<file path="config.mk">
export PLATFORM = sky130hd
export DESIGN_NAME = line_buffer_ctrl
export DESIGN_NICKNAME = d
export VERILOG_FILES = /design/src/rtl/line_buffer_ctrl.sv
export SDC_FILE = /design/constraint.sdc
export NUM_CORES = 1
export LEC_CHECK = 0
export BUFFER_PORTS_ARGS = -buffer_cell sky130_fd_sc_hd__buf_2
export CORE_UTILIZATION = 45
export DETAILED_ROUTE_END_ITERATION = 7
export PLACE_DENSITY = 0.68
export SETUP_SLACK_MARGIN = 0.3
export SLEW_MARGIN = 20
export SYNTH_ARGS = -nofsm -noshare
export SYNTH_HDL_FRONTEND = slang
export SYNTH_SLANG_ARGS = --single-unit
export TNS_END_PERCENT = 5
</file>
<file path="constraint.sdc">
create_clock -name clock -period 9 [get_ports clock]
set_input_delay 1.8 -clock clock [delete_from_list [all_inputs] [get_ports clock]]
set_output_delay 1.8 -clock clock [all_outputs]
set_load 0.02 [all_outputs]
</file>
<file path="src/rtl/line_buffer_ctrl.sv">
// Line-RAM bank sequencer for the vertical-window path: rotates raster writes across LINES banks
// and emits a column-window strobe aligned to the 1-cycle RAM read. Option: LINE_BUFFER_CTRL_EARLY_OUT_EN.
module line_buffer_ctrl #(
    parameter  int WIDTH_MAX  = 2048,
    parameter  int LINES      = 3,
    parameter  int PIXEL_BITW = 8,
    localparam int ADDR_BITW  = $clog2(WIDTH_MAX),
    localparam int BANK_BITW  = $clog2(LINES)
) (
    input  logic                  clock,
    input  logic                  reset,
    input  logic                  in_frame_start,
    input  logic [ADDR_BITW:0]    in_width,
    input  logic                  in_valid,
    input  logic [PIXEL_BITW-1:0] in_pixel,
    output logic [LINES-1:0]      ram_wr_en,
    output logic [ADDR_BITW-1:0]  ram_wr_addr,
    output logic [PIXEL_BITW-1:0] ram_wr_data,
    output logic [ADDR_BITW-1:0]  ram_rd_addr,
    output logic                  out_valid,
    output logic [PIXEL_BITW-1:0] out_pixel,
    output logic [ADDR_BITW-1:0]  out_col,
    output logic                  out_last_col,
    output logic [BANK_BITW-1:0]  out_oldest_bank,
    output logic [BANK_BITW:0]    out_fill
);

    localparam logic [ADDR_BITW:0]   WIDTH_ALL = (ADDR_BITW+1)'(WIDTH_MAX);
    localparam logic [ADDR_BITW:0]   WIDTH_ONE = (ADDR_BITW+1)'(1);
    localparam logic [ADDR_BITW-1:0] COL_ONE   = ADDR_BITW'(1);
    localparam logic [BANK_BITW-1:0] BANK_LAST = BANK_BITW'(LINES-1);
    localparam logic [BANK_BITW-1:0] BANK_ONE  = BANK_BITW'(1);
    localparam logic [BANK_BITW:0]   FILL_FULL = (BANK_BITW+1)'(LINES-1);
    localparam logic [BANK_BITW:0]   FILL_ONE  = (BANK_BITW+1)'(1);
    localparam logic [LINES-1:0]     EN_ONE    = LINES'(1);

    // Line position state
    logic [ADDR_BITW-1:0]  col;
    logic [BANK_BITW-1:0]  wr_bank;
    logic [BANK_BITW:0]    fill;
    logic [ADDR_BITW:0]    width_r;

    // Counter view for this cycle: a frame start clears them before the pixel is applied
    logic [ADDR_BITW:0]    width_sel;
    logic [ADDR_BITW-1:0]  cur_col;
    logic [BANK_BITW-1:0]  cur_bank;
    logic [BANK_BITW:0]    cur_fill;
    logic [ADDR_BITW:0]    cur_width;
    logic                  line_end;
    logic                  qualify;
    logic [BANK_BITW-1:0]  oldest;
    logic [ADDR_BITW-1:0]  col_nx;
    logic [BANK_BITW-1:0]  bank_nx;
    logic [BANK_BITW:0]    fill_nx;

    // Stage 1 side-band travelling alongside the RAM read
    logic                  s1_valid;
    logic [PIXEL_BITW-1:0] s1_pixel;
    logic [ADDR_BITW-1:0]  s1_col;
    logic                  s1_last;
    logic [BANK_BITW-1:0]  s1_oldest;
    logic [BANK_BITW:0]    s1_fill;

    always_comb begin
        width_sel = in_width;
        // Zero means a full-width line; oversize widths are clamped so col can always wrap
        if (in_width == '0 || in_width > WIDTH_ALL) begin
            width_sel = WIDTH_ALL;
        end

        cur_col   = in_frame_start ? '0 : col;
        cur_bank  = in_frame_start ? '0 : wr_bank;
        cur_fill  = in_frame_start ? '0 : fill;
        cur_width = in_frame_start ? width_sel : width_r;

        line_end = ({1'b0, cur_col} == (cur_width - WIDTH_ONE));
        oldest   = (cur_bank == BANK_LAST) ? '0 : cur_bank + BANK_ONE;

`ifdef LINE_BUFFER_CTRL_EARLY_OUT_EN
        qualify = 1'b1;
`else
        qualify = (cur_fill == FILL_FULL);
`endif

        col_nx  = cur_col;
        bank_nx = cur_bank;
        fill_nx = cur_fill;
        if (in_valid) begin
            if (line_end) begin
                col_nx  = '0;
                bank_nx = (cur_bank == BANK_LAST) ? '0 : cur_bank + BANK_ONE;
                fill_nx = (cur_fill == FILL_FULL) ? FILL_FULL : cur_fill + FILL_ONE;
            end else begin
                col_nx = cur_col + COL_ONE;
            end
        end
    end

    always_ff @(posedge clock) begin
        if (reset) begin
            col     <= '0;
            wr_bank <= '0;
            fill    <= '0;
            width_r <= WIDTH_ALL;
        end else begin
            col     <= col_nx;
            wr_bank <= bank_nx;
            fill    <= fill_nx;
            width_r <= cur_width;
        end
    end

    // Stage 1: RAM write/read port registers; addresses hold between accepts
    always_ff @(posedge clock) begin
        if (reset) begin
            ram_wr_en   <= '0;
            ram_wr_addr <= '0;
            ram_wr_data <= '0;
            ram_rd_addr <= '0;
            s1_valid    <= 1'b0;
            s1_pixel    <= '0;
            s1_col      <= '0;
            s1_last     <= 1'b0;
            s1_oldest   <= '0;
            s1_fill     <= '0;
        end else if (in_valid) begin
            ram_wr_en   <= EN_ONE << cur_bank;
            ram_wr_addr <= cur_col;
            ram_wr_data <= in_pixel;
            ram_rd_addr <= cur_col;
            s1_valid    <= qualify;
            s1_pixel    <= in_pixel;
            s1_col      <= cur_col;
            s1_last     <= line_end;
            s1_oldest   <= oldest;
            s1_fill     <= cur_fill;
        end else begin
            ram_wr_en <= '0;
            s1_valid  <= 1'b0;
        end
    end

    // Stage 2: lines up with bank rd_data
    always_ff @(posedge clock) begin
        if (reset) begin
            out_valid       <= 1'b0;
            out_pixel       <= '0;
            out_col         <= '0;
            out_last_col    <= 1'b0;
            out_oldest_bank <= '0;
            out_fill        <= '0;
        end else begin
            out_valid       <= s1_valid;
            out_pixel       <= s1_pixel;
            out_col         <= s1_col;
            out_last_col    <= s1_last;
            out_oldest_bank <= s1_oldest;
            out_fill        <= s1_fill;
        end
    end

endmodule

</file>
# Word-level counts from Yosys, hierarchy flattened
# Index checks and enable logic that the tools add are counted.
# Widths: inputs -> output; s select.
[word_totals] output_inout_bits=59 regBits=83
[classes] addsub=4 eq_ne=3 shifts=1 bitwise=1 n_reduce_logical=3 muxes=13 order_cmp=1
[op_table] operator="$mux 11" n=3
[op_table] operator="$mux 12" n=2
[op_table] operator="$eq 11x12->1" n=1
[op_table] operator="$gt 12x12->1 const B" n=1
[op_table] operator="$logic_not 12->1" n=1
[op_table] operator="$mux 3" n=4
[op_table] operator="$sub 12x1->12 const B" n=1
[op_table] operator="$add 11x1->11 const B" n=1
[op_table] operator="$mux 2" n=4
[op_table] operator="$add 3x1->3 const B" n=1
[op_table] operator="$eq 3x2->1 const B" n=1
[op_table] operator="$shl 1x2->3 const A" n=1
[op_table] operator="$add 2x1->2 const B" n=1
[op_table] operator="$eq 2x2->1 const B" n=1
[op_table] operator="$reduce_or 2->1" n=1
[op_table] operator="$logic_or 1x1->1" n=1
[op_table] operator="$not 1->1" n=1

# Logic depth before layout (Yosys ltp)
# Gate-level depths: netlist of the first run.
[logic_depth] word_depth=8 ltp_mapped=12

# Worst setup path before layout of the first run
# No wires, ideal clock.
[synth_path] kind="input to register" from="in in_frame_start" to="reg fill[1]" stages=12 setup_time_ns=0.121 t_arrival_ns=4.439 path_slack_ns=4.440 cell_sequence="buf_6 buf_2 clkbuf_1 nor2b_1 a21oi_1 ha_1 inv_1 a211o_1 xnor2_1 or4_4 nor3_4 mux2_4"
[synth_via] elab_chain_len=5 word_cells_on_any_way=10 cone_classes="2 x add/sub; 2 x eq/ne; 6 x mux"
[synth_lines] element="from (decl)" line_no="12" rtl="input logic in_frame_start,"
[synth_lines] element="$mux 12 / $mux 3 (equally long branches)" line_no="74, 73"
[synth_lines] element="$sub 12x1->12 (tied with other cells)" line_no="76" rtl="line_end = ({1'b0, cur_col} == (cur_width - WIDTH_ONE));"
[synth_lines] element="$eq 11x12->1 / $mux 3 (equally long branches)" line_no="76, 92"
[synth_lines] element="$mux 3" line_no="89" rtl="if (line_end) begin"
[synth_lines] element="$mux 3 *" line_no="88" rtl="if (in_valid) begin"
[synth_lines] element="to (signal assigned)" line_no="108" rtl="fill <= fill_nx;"
[synth_lines] element="to (decl)" line_no="40" rtl="logic [BANK_BITW:0] fill;"
# Every way passes the cells marked *; elsewhere a longest branch is shown, timed or not.
# A chain may end at the register's enable or synchronous reset.

# Worst setup path after layout of the first run
# Ends and elaborated chain as after synthesis.

==> impl_metrics.py, run 1 <==
metrics = {
    "critical_path": {
        "path_max_fanout": 59,
        "cp_cell_sequence": "buf_2, nor2b_1, a21oi_1, ha_1, inv_1, a211o_1, xnor2_1, or4_4, nor3_4, mux2_4",
        "r2r_end": "fill[1]",
        "cp-end-kind": "register",
        "reg2reg_slack_ns": 6.06,
        "startpoint_type": "primary input",
        "path_class": "in -> reg",
        "crit_required_ns": 9.24,
        "cp-startpoint": "in_frame_start",
        "critPathSlowestCell": "buf_2",
        "r2r_start": "width_r[0]",
        "worstPathArrival_ns": 4.95,
        "ff2ff_path_depth": 9,
        "crit_end": "fill[1]",
        "cp_slowest_stage_delay_ns": 0.68,
    },
    "cts": {
        "postCtsSetupBuffers": 0,
        "path_clk_slew_ns": 0.08,
        "cts-buffers-inserted": 9,
        "cts_tree": "yes",
        "clkSinkCount": 83,
        "htreeDepth": 3,
        "cts_root_buf": "clkbuf_8",
        "hold_buffers": 0,
        "cts_max_path_buffers": 2,
        "insertion_delay_ns": 0.35,
        "cts_resized": 0,
    },
    "synth": {
        "async_reset_ff_frac": 0,
        "yosys-top-cells-area": "dfxtp_1 44%, nor2b_1 6.0%, mux2i_1 5.1%",
        "seq_area_frac_synth": 0.444,
        "ys.flop_type": "dfxtp_1",
        "ys_ff_latch": 83,
        "synth_area_um2": 3740,
        "syn_nets": 424,
        "yosysWarnings": 0,
        "synth_edf_count": 0,
        "yosysMostFrequentCell": "dfxtp_1",
        "yosysTopAreaCell": "dfxtp_1",
        "yosys.area.top_type_share": 0.444,
        "netlist_top_cells_count": "83 x dfxtp_1, 47 x nor2_1, 36 x nor2b_1",
        "syn_inst": 396,
        "synthDistinctLibCells": 59,
        "postSynthAreaPerCell_um2": 9.45,
    },
    "timing": {
        "skew_ns": 0.0117,
        "finalMaxSlewViolations": 0,
        "rsz0062_at_grt": "no",
        "period_share": 0.523,
        "holdWs_ns": 0.463,
        "worst_pin_slew_ns": 0.909,
        "layout_min_cycle_time_ns": 4.71,
        "max_slew_margin": 0.394,
        "hold_viol_final": 0,
        "fmax_mhz": 212,
        "fin_tns_setup_ns": 0,
        "finalSetupViolations": 0,
    },
    "finish": {
        "n_fill_cell": 729,
        "area_growth_pct": 14.6,
        "instances_no_fill": 566,
        "fin_nets": 487,
        "drive_above_1_share": 0.244,
        "diodes": 0,
        "finish.utilization": 0.544,
    },
    "place": {
        "portBuffers": 82,
        "routabilityCongestion": 0.975,
        "hpwl_um": 5530,
        "placedCellCount": 550,
    },
    "drt": {
        "route.met3.wl_um": 399,
        "route.vias.total": 2908,
        "top_layer": "met4",
        "route.detailed.drc": 0,
        "wire_per_inst_um": 13.8,
        "drtAntennaViolNets": 0,
        "wirelength_um": 7810,
        "wl_met1_um": 3670,
        "wl_met2_um": 3680,
        "viasPerCell": 5.14,
        "firstDrtPassIters": 4,
        "drt-initial-drc-count": 160,
    },
    "power": {
        "cellPowerDensity_nw_per_um2": 168,
        "vdd_drop_max_v": 0.000111,
        "p_leak_nw": 1.88,
    },
    "flow_run": {
        "cap_viol_max_count": 0,
    },
    "floorplanning": {
        "die_area_um2": 8690,
        "die_h_um": 93.2,
        "core_um2": 7890,
        "start_util": 0.475,
        "die_w_um": 93.2,
        "rows": 32,
        "num_io_pins": 83,
    },
    "global_routing": {
        "gr-usage-all-layers": 0.189,
        "antenna_found_initial": 0,
        "grt_pass1_vias": 2697,
        "grt_max_degree": 80,
        "overflow": 0,
        "grt_pass1_wl_um": 13000,
    },
    "run_status": {
        "status": "complete, no violations",
    },
    "hold_path": {
        "min_path_type": "reg -> reg",
    },
}
[where the power goes]
part	switching [mW]	internal [mW]
logic	0.0482	0.0310
clock network	0.127	0.136
registers	0.00493	0.374
total	0.180	0.541
[layout make-up]
| type | instances | area, µm² | share of cell area |
|---|---|---|---|
| repair buffers | 83 | 418 | 0.0974 |
| multi-input cells | 279 | 1880 | 0.438 |
| clock buffers | 12 | 145 | 0.0338 |
| well taps | 102 | 128 | 0.0297 |
| flip-flops and latches | 83 | 1660 | 0.387 |
| clock inverters | 4 | 50.0 | 0.0117 |
| inverters | 3 | 11.3 | 0.00262 |
[per-layer routing]
| layer | vias up | global-route usage |
|---|---|---|
| li1 | 1488 | - |
| met1 | 1333 | 0.247 |
| met2 | 82 | 0.317 |
| met3 | 5 | 0.0398 |
| met4 | 0 | 0.0500 |
| met5 | - | 0 |
[stage by stage]
stage / setup slack [ns] / area [µm²] / power, mW
5_1_grt: 4.09 / 4290 / 0.753
6_report: 4.29 / 4290 / 0.721
3_5_place_dp: 3.94 / 4100 / 0.467
2_1_floorplan: 4.44 / 3740 / 0.447
4_1_cts: 4.30 / 4290 / 0.729
3_3_place_gp: 4.11 / 4100 / 0.465
[sequential cells by signal (all words and copies together), names as in the netlist]
register	flops
width_r	12
col	11
out_col	11
s1_col	11
out_pixel	8
s1_pixel	8
fill	3
out_fill	3
ram_wr_en	3
s1_fill	3
out_oldest_bank	2
s1_oldest	2
wr_bank	2
out_last_col	1
out_valid	1
s1_last	1
s1_valid	1
[worst max-delay path: cells and delay by family]
family | cells | cell delay, ns
AOI/OAI and AO/OA | 2 | 0.54
xor gates and xnor gates | 1 | 0.15
adders and majority gates | 1 | 0.27
buffers and inverters | 2 | 0.79
muxes | 1 | 0.33
and+or+nand+nor | 3 | 1.05
[cell families (layout without fill, tap and decap cells)]
logic type,after synthesis,after routing,synth area share
compound gates,62,62,0.122
xor+xnor,24,24,0.0561
fa+ha+maj,4,4,0.0134
buf+inv,34,102,0.0545
flops,83,83,0.444
mux,22,22,0.0608
simple gates,167,167,0.249
[cells in the final DEF (no fill, tap or decap), types with 6 or more instances in the layout]
cell	instances
nor2_1	47
mux2i_1	19
and3_1	9
clkbuf_8	10
xor2_1	6
xnor2_1	18
buf_2	82
nand3b_1	7
nand4_1	6
nor2b_1	36
dfxtp_1	83
o21ai_0	11
nand2b_1	17
nand2_1	12
nor3_1	10
a21oi_1	16
a22oi_1	6
[worst min path at each step]
stage | from | to | slack, ns | cells after the start
4_1_cts | s1_valid | out_valid | 0.46 | 1
5_1_grt | s1_fill[2] | out_fill[2] | 0.47 | 1
3_3_place_gp | s1_valid | out_valid | 0.45 | 1
6_report | s1_fill[2] | out_fill[2] | 0.46 | 1
2_1_floorplan | s1_valid | out_valid | 0.41 | 1
3_5_place_dp | s1_valid | out_valid | 0.45 | 1
No activity file was read; power rests on OpenSTA's default activity.
==> inputs of run 2 (changes only) <==
--- a/config.mk
+++ b/config.mk
@@ -8,7 +8,7 @@
 export BUFFER_PORTS_ARGS = -buffer_cell sky130_fd_sc_hd__buf_2
 export CORE_UTILIZATION = 45
 export DETAILED_ROUTE_END_ITERATION = 7
-export PLACE_DENSITY = 0.68
+export PLACE_DENSITY = 0.71
 export SETUP_SLACK_MARGIN = 0.3
 export SLEW_MARGIN = 20
 export SYNTH_ARGS = -nofsm -noshare
==> constraint.sdc (replaced) <==
create_clock -name clock -period 4.1 [get_ports clock]
set_input_delay 0.82 -clock clock [delete_from_list [all_inputs] [get_ports clock]]
set_output_delay 0.82 -clock clock [all_outputs]
set_load 0.02 [all_outputs]
==> run 2 against run 1 <==
Compared with the run above:
- via count is 2.6% higher
- sequential share of layout area shrank 0.079 points
- flip-flop and latch count did not move
- wire length rose by 0.17%
- cell count rose by 0.53%
- global-route usage down 0.41 points
- clock skew decreased by 0.0013 ns
- first-iteration DRC count fell by 23%
- register-to-register slack worse by 4.7 ns
- cell area increased by 0.20%
- power increased by 120%
- sequential power rose by 120%
- critical endpoint is now fill[2]
- largest cell class unchanged
- largest power group unchanged
==> impl_metrics.py, run 2 (synthesis gave the netlist of run 1 again) <==
metrics = {
    "global_routing": {
        "grtUsageMet3": 0.0398,
        "antenna_found_initial": 0,
        "grt_max_degree": 57,
        "overflow": 0,
        "grt_use_met1": 0.236,
        "grt_pass1_vias": 2697,
        "gr-usage-all-layers": 0.185,
        "top_usage_layer": "met2",
        "grt_pass1_wl_um": 12500,
        "use_met2": 0.298,
    },
    "drt": {
        "wirelength_um": 7830,
        "route.detailed.drc": 0,
        "viasPerCell": 5.24,
        "drtAntennaViolNets": 0,
        "route.vias.total": 2983,
        "drt-initial-drc-count": 124,
        "firstDrtPassIters": 4,
        "wire_per_inst_um": 13.8,
    },
    "timing": {
        "hold_viol_final": 0,
        "period_share": 0.792,
        "layout_min_cycle_time_ns": 3.25,
        "setup_slack_ns": 0.855,
        "finalSetupViolations": 0,
        "fmax_mhz": 308,
        "holdWs_ns": 0.465,
        "skew_ns": 0.0104,
        "finalMaxSlewViolations": 0,
        "worst_pin_slew_ns": 0.966,
        "max_slew_margin": 0.356,
        "rsz0062_at_grt": "no",
        "fin_tns_setup_ns": 0,
    },
    "cts": {
        "hold_buffers": 0,
        "path_clk_slew_ns": 0.09,
        "cts_max_path_buffers": 2,
        "cts_tree": "yes",
        "clkSinkCount": 83,
        "postCtsSetupBuffers": 0,
        "cts_root_buf": "clkbuf_8",
        "cts-buffers-inserted": 9,
        "insertion_delay_ns": 0.36,
        "htreeDepth": 3,
        "cts_resized": 0,
    },
    "finish": {
        "n_fill_cell": 719,
        "largest_reg_flops": 12,
        "diodes": 0,
        "drive_above_1_share": 0.253,
        "fin_nets": 490,
        "stdcell_area_um2": 4300,
        "area_growth_pct": 14.9,
        "final_cell_mix": "83 x dfxtp_1, 82 x buf_2, 47 x nor2_1",
        "top_register": "width_r",
        "final_common_cell": "dfxtp_1",
    },
    "critical_path": {
        "cp-startpoint": "in_frame_start",
        "crit_required_ns": 4.35,
        "cp-end-kind": "register",
        "r2r_end": "fill[2]",
        "critPathSlowestCell": "or4_4",
        "reg2reg_slack_ns": 1.35,
        "path_class": "in -> reg",
        "path_max_fanout": 26,
        "cp_cell_sequence": "buf_2, and2b_2, a21oi_1, ha_1, inv_1, a211o_1, xnor2_1, or4_4, nor3_1, mux2_1",
        "r2r_start": "width_r[0]",
        "ff2ff_path_depth": 9,
        "cp_slowest_stage_delay_ns": 0.58,
        "startpoint_type": "primary input",
        "worstPathArrival_ns": 3.49,
    },
    "run_status": {
        "status": "complete, no violations",
    },
    "flow_run": {
        "cap_viol_max_count": 0,
    },
    "floorplanning": {
        "die_area_um2": 8690,
        "start_util": 0.475,
        "die_h_um": 93.2,
        "die_w_um": 93.2,
        "core_um2": 7890,
        "num_io_pins": 83,
        "rows": 32,
    },
    "power": {
        "p_total_mw": 1.56,
        "vdd_drop_max_v": 0.000220,
        "p_leak_nw": 1.89,
        "cellPowerDensity_nw_per_um2": 362,
    },
    "hold_path": {
        "whs_endpoint": "out_valid",
        "worstHoldStart": "s1_valid",
        "min_path_cells": 1,
        "min_path_type": "reg -> reg",
    },
    "place": {
        "dp_worst_setup_slack_ns": 0.469,
        "placed_area_um2": 4120,
        "hpwl_um": 5680,
        "routabilityCongestion": 0.865,
        "portBuffers": 82,
    },
}
## run 2: cell types whose count changed in the layout (fill, tap and decap cells not counted), sizes merged
cell    change
bufinv      -1
buf         +3
inv         +4
clkbuf      -3
## run 2: per-stage QoR
stage	instances	util
finish	569	0.545
global route	569	0.545
CTS	569	0.545
detailed placement	553	0.522
global placement	553	0.522
floorplan	396	-
## run 2: final cells by class
cell class                      count  area, µm²  area share
Tap cell                          102        128      0.0297
Multi-Input combinational cell    279       1880       0.437
Clock inverter                      7       57.6      0.0134
Sequential cell                    83       1660       0.386
Timing Repair Buffer               86        440       0.102
Clock buffer                        9        124      0.0288
Inverter                            3       11.3     0.00262
## run 2: worst max path at each step
stage | end | slack [ns] | cells past startpoint
final | fill[2] | 0.85 | 10
after global routing | col[6] | 0.60 | 10
after CTS | fill[2] | 0.85 | 10
after detailed placement | fill[2] | 0.47 | 10
after global placement | fill[2] | 0.56 | 10
after floorplan | fill[1] | 0.52 | 12
## run 2: power breakdown
group / leakage, nW / switching, mW / internal (mW)
clock network: 0.0886 / 0.322 / 0.229
logic: 1.13 / 0.105 / 0.0692
registers: 0.674 / 0.0106 / 0.822
total: 1.89 / 0.437 / 1.12
## run 2: critical path, delay by kind of cell
family | cells | cell delay, ns
and+or+nand+nor | 3 | 1.08
xor gates and xnor gates | 1 | 0.15
AOI/OAI and AO/OA | 2 | 0.50
muxes | 1 | 0.34
buffers and inverters | 2 | 0.34
adders and majority gates | 1 | 0.26
## run 2: per-layer routing
metal  vias up  share of wire
met4         0          0.019
met5         -              0
met2        81           0.46
li1       1497              -
met1      1390           0.47
met3        15          0.046
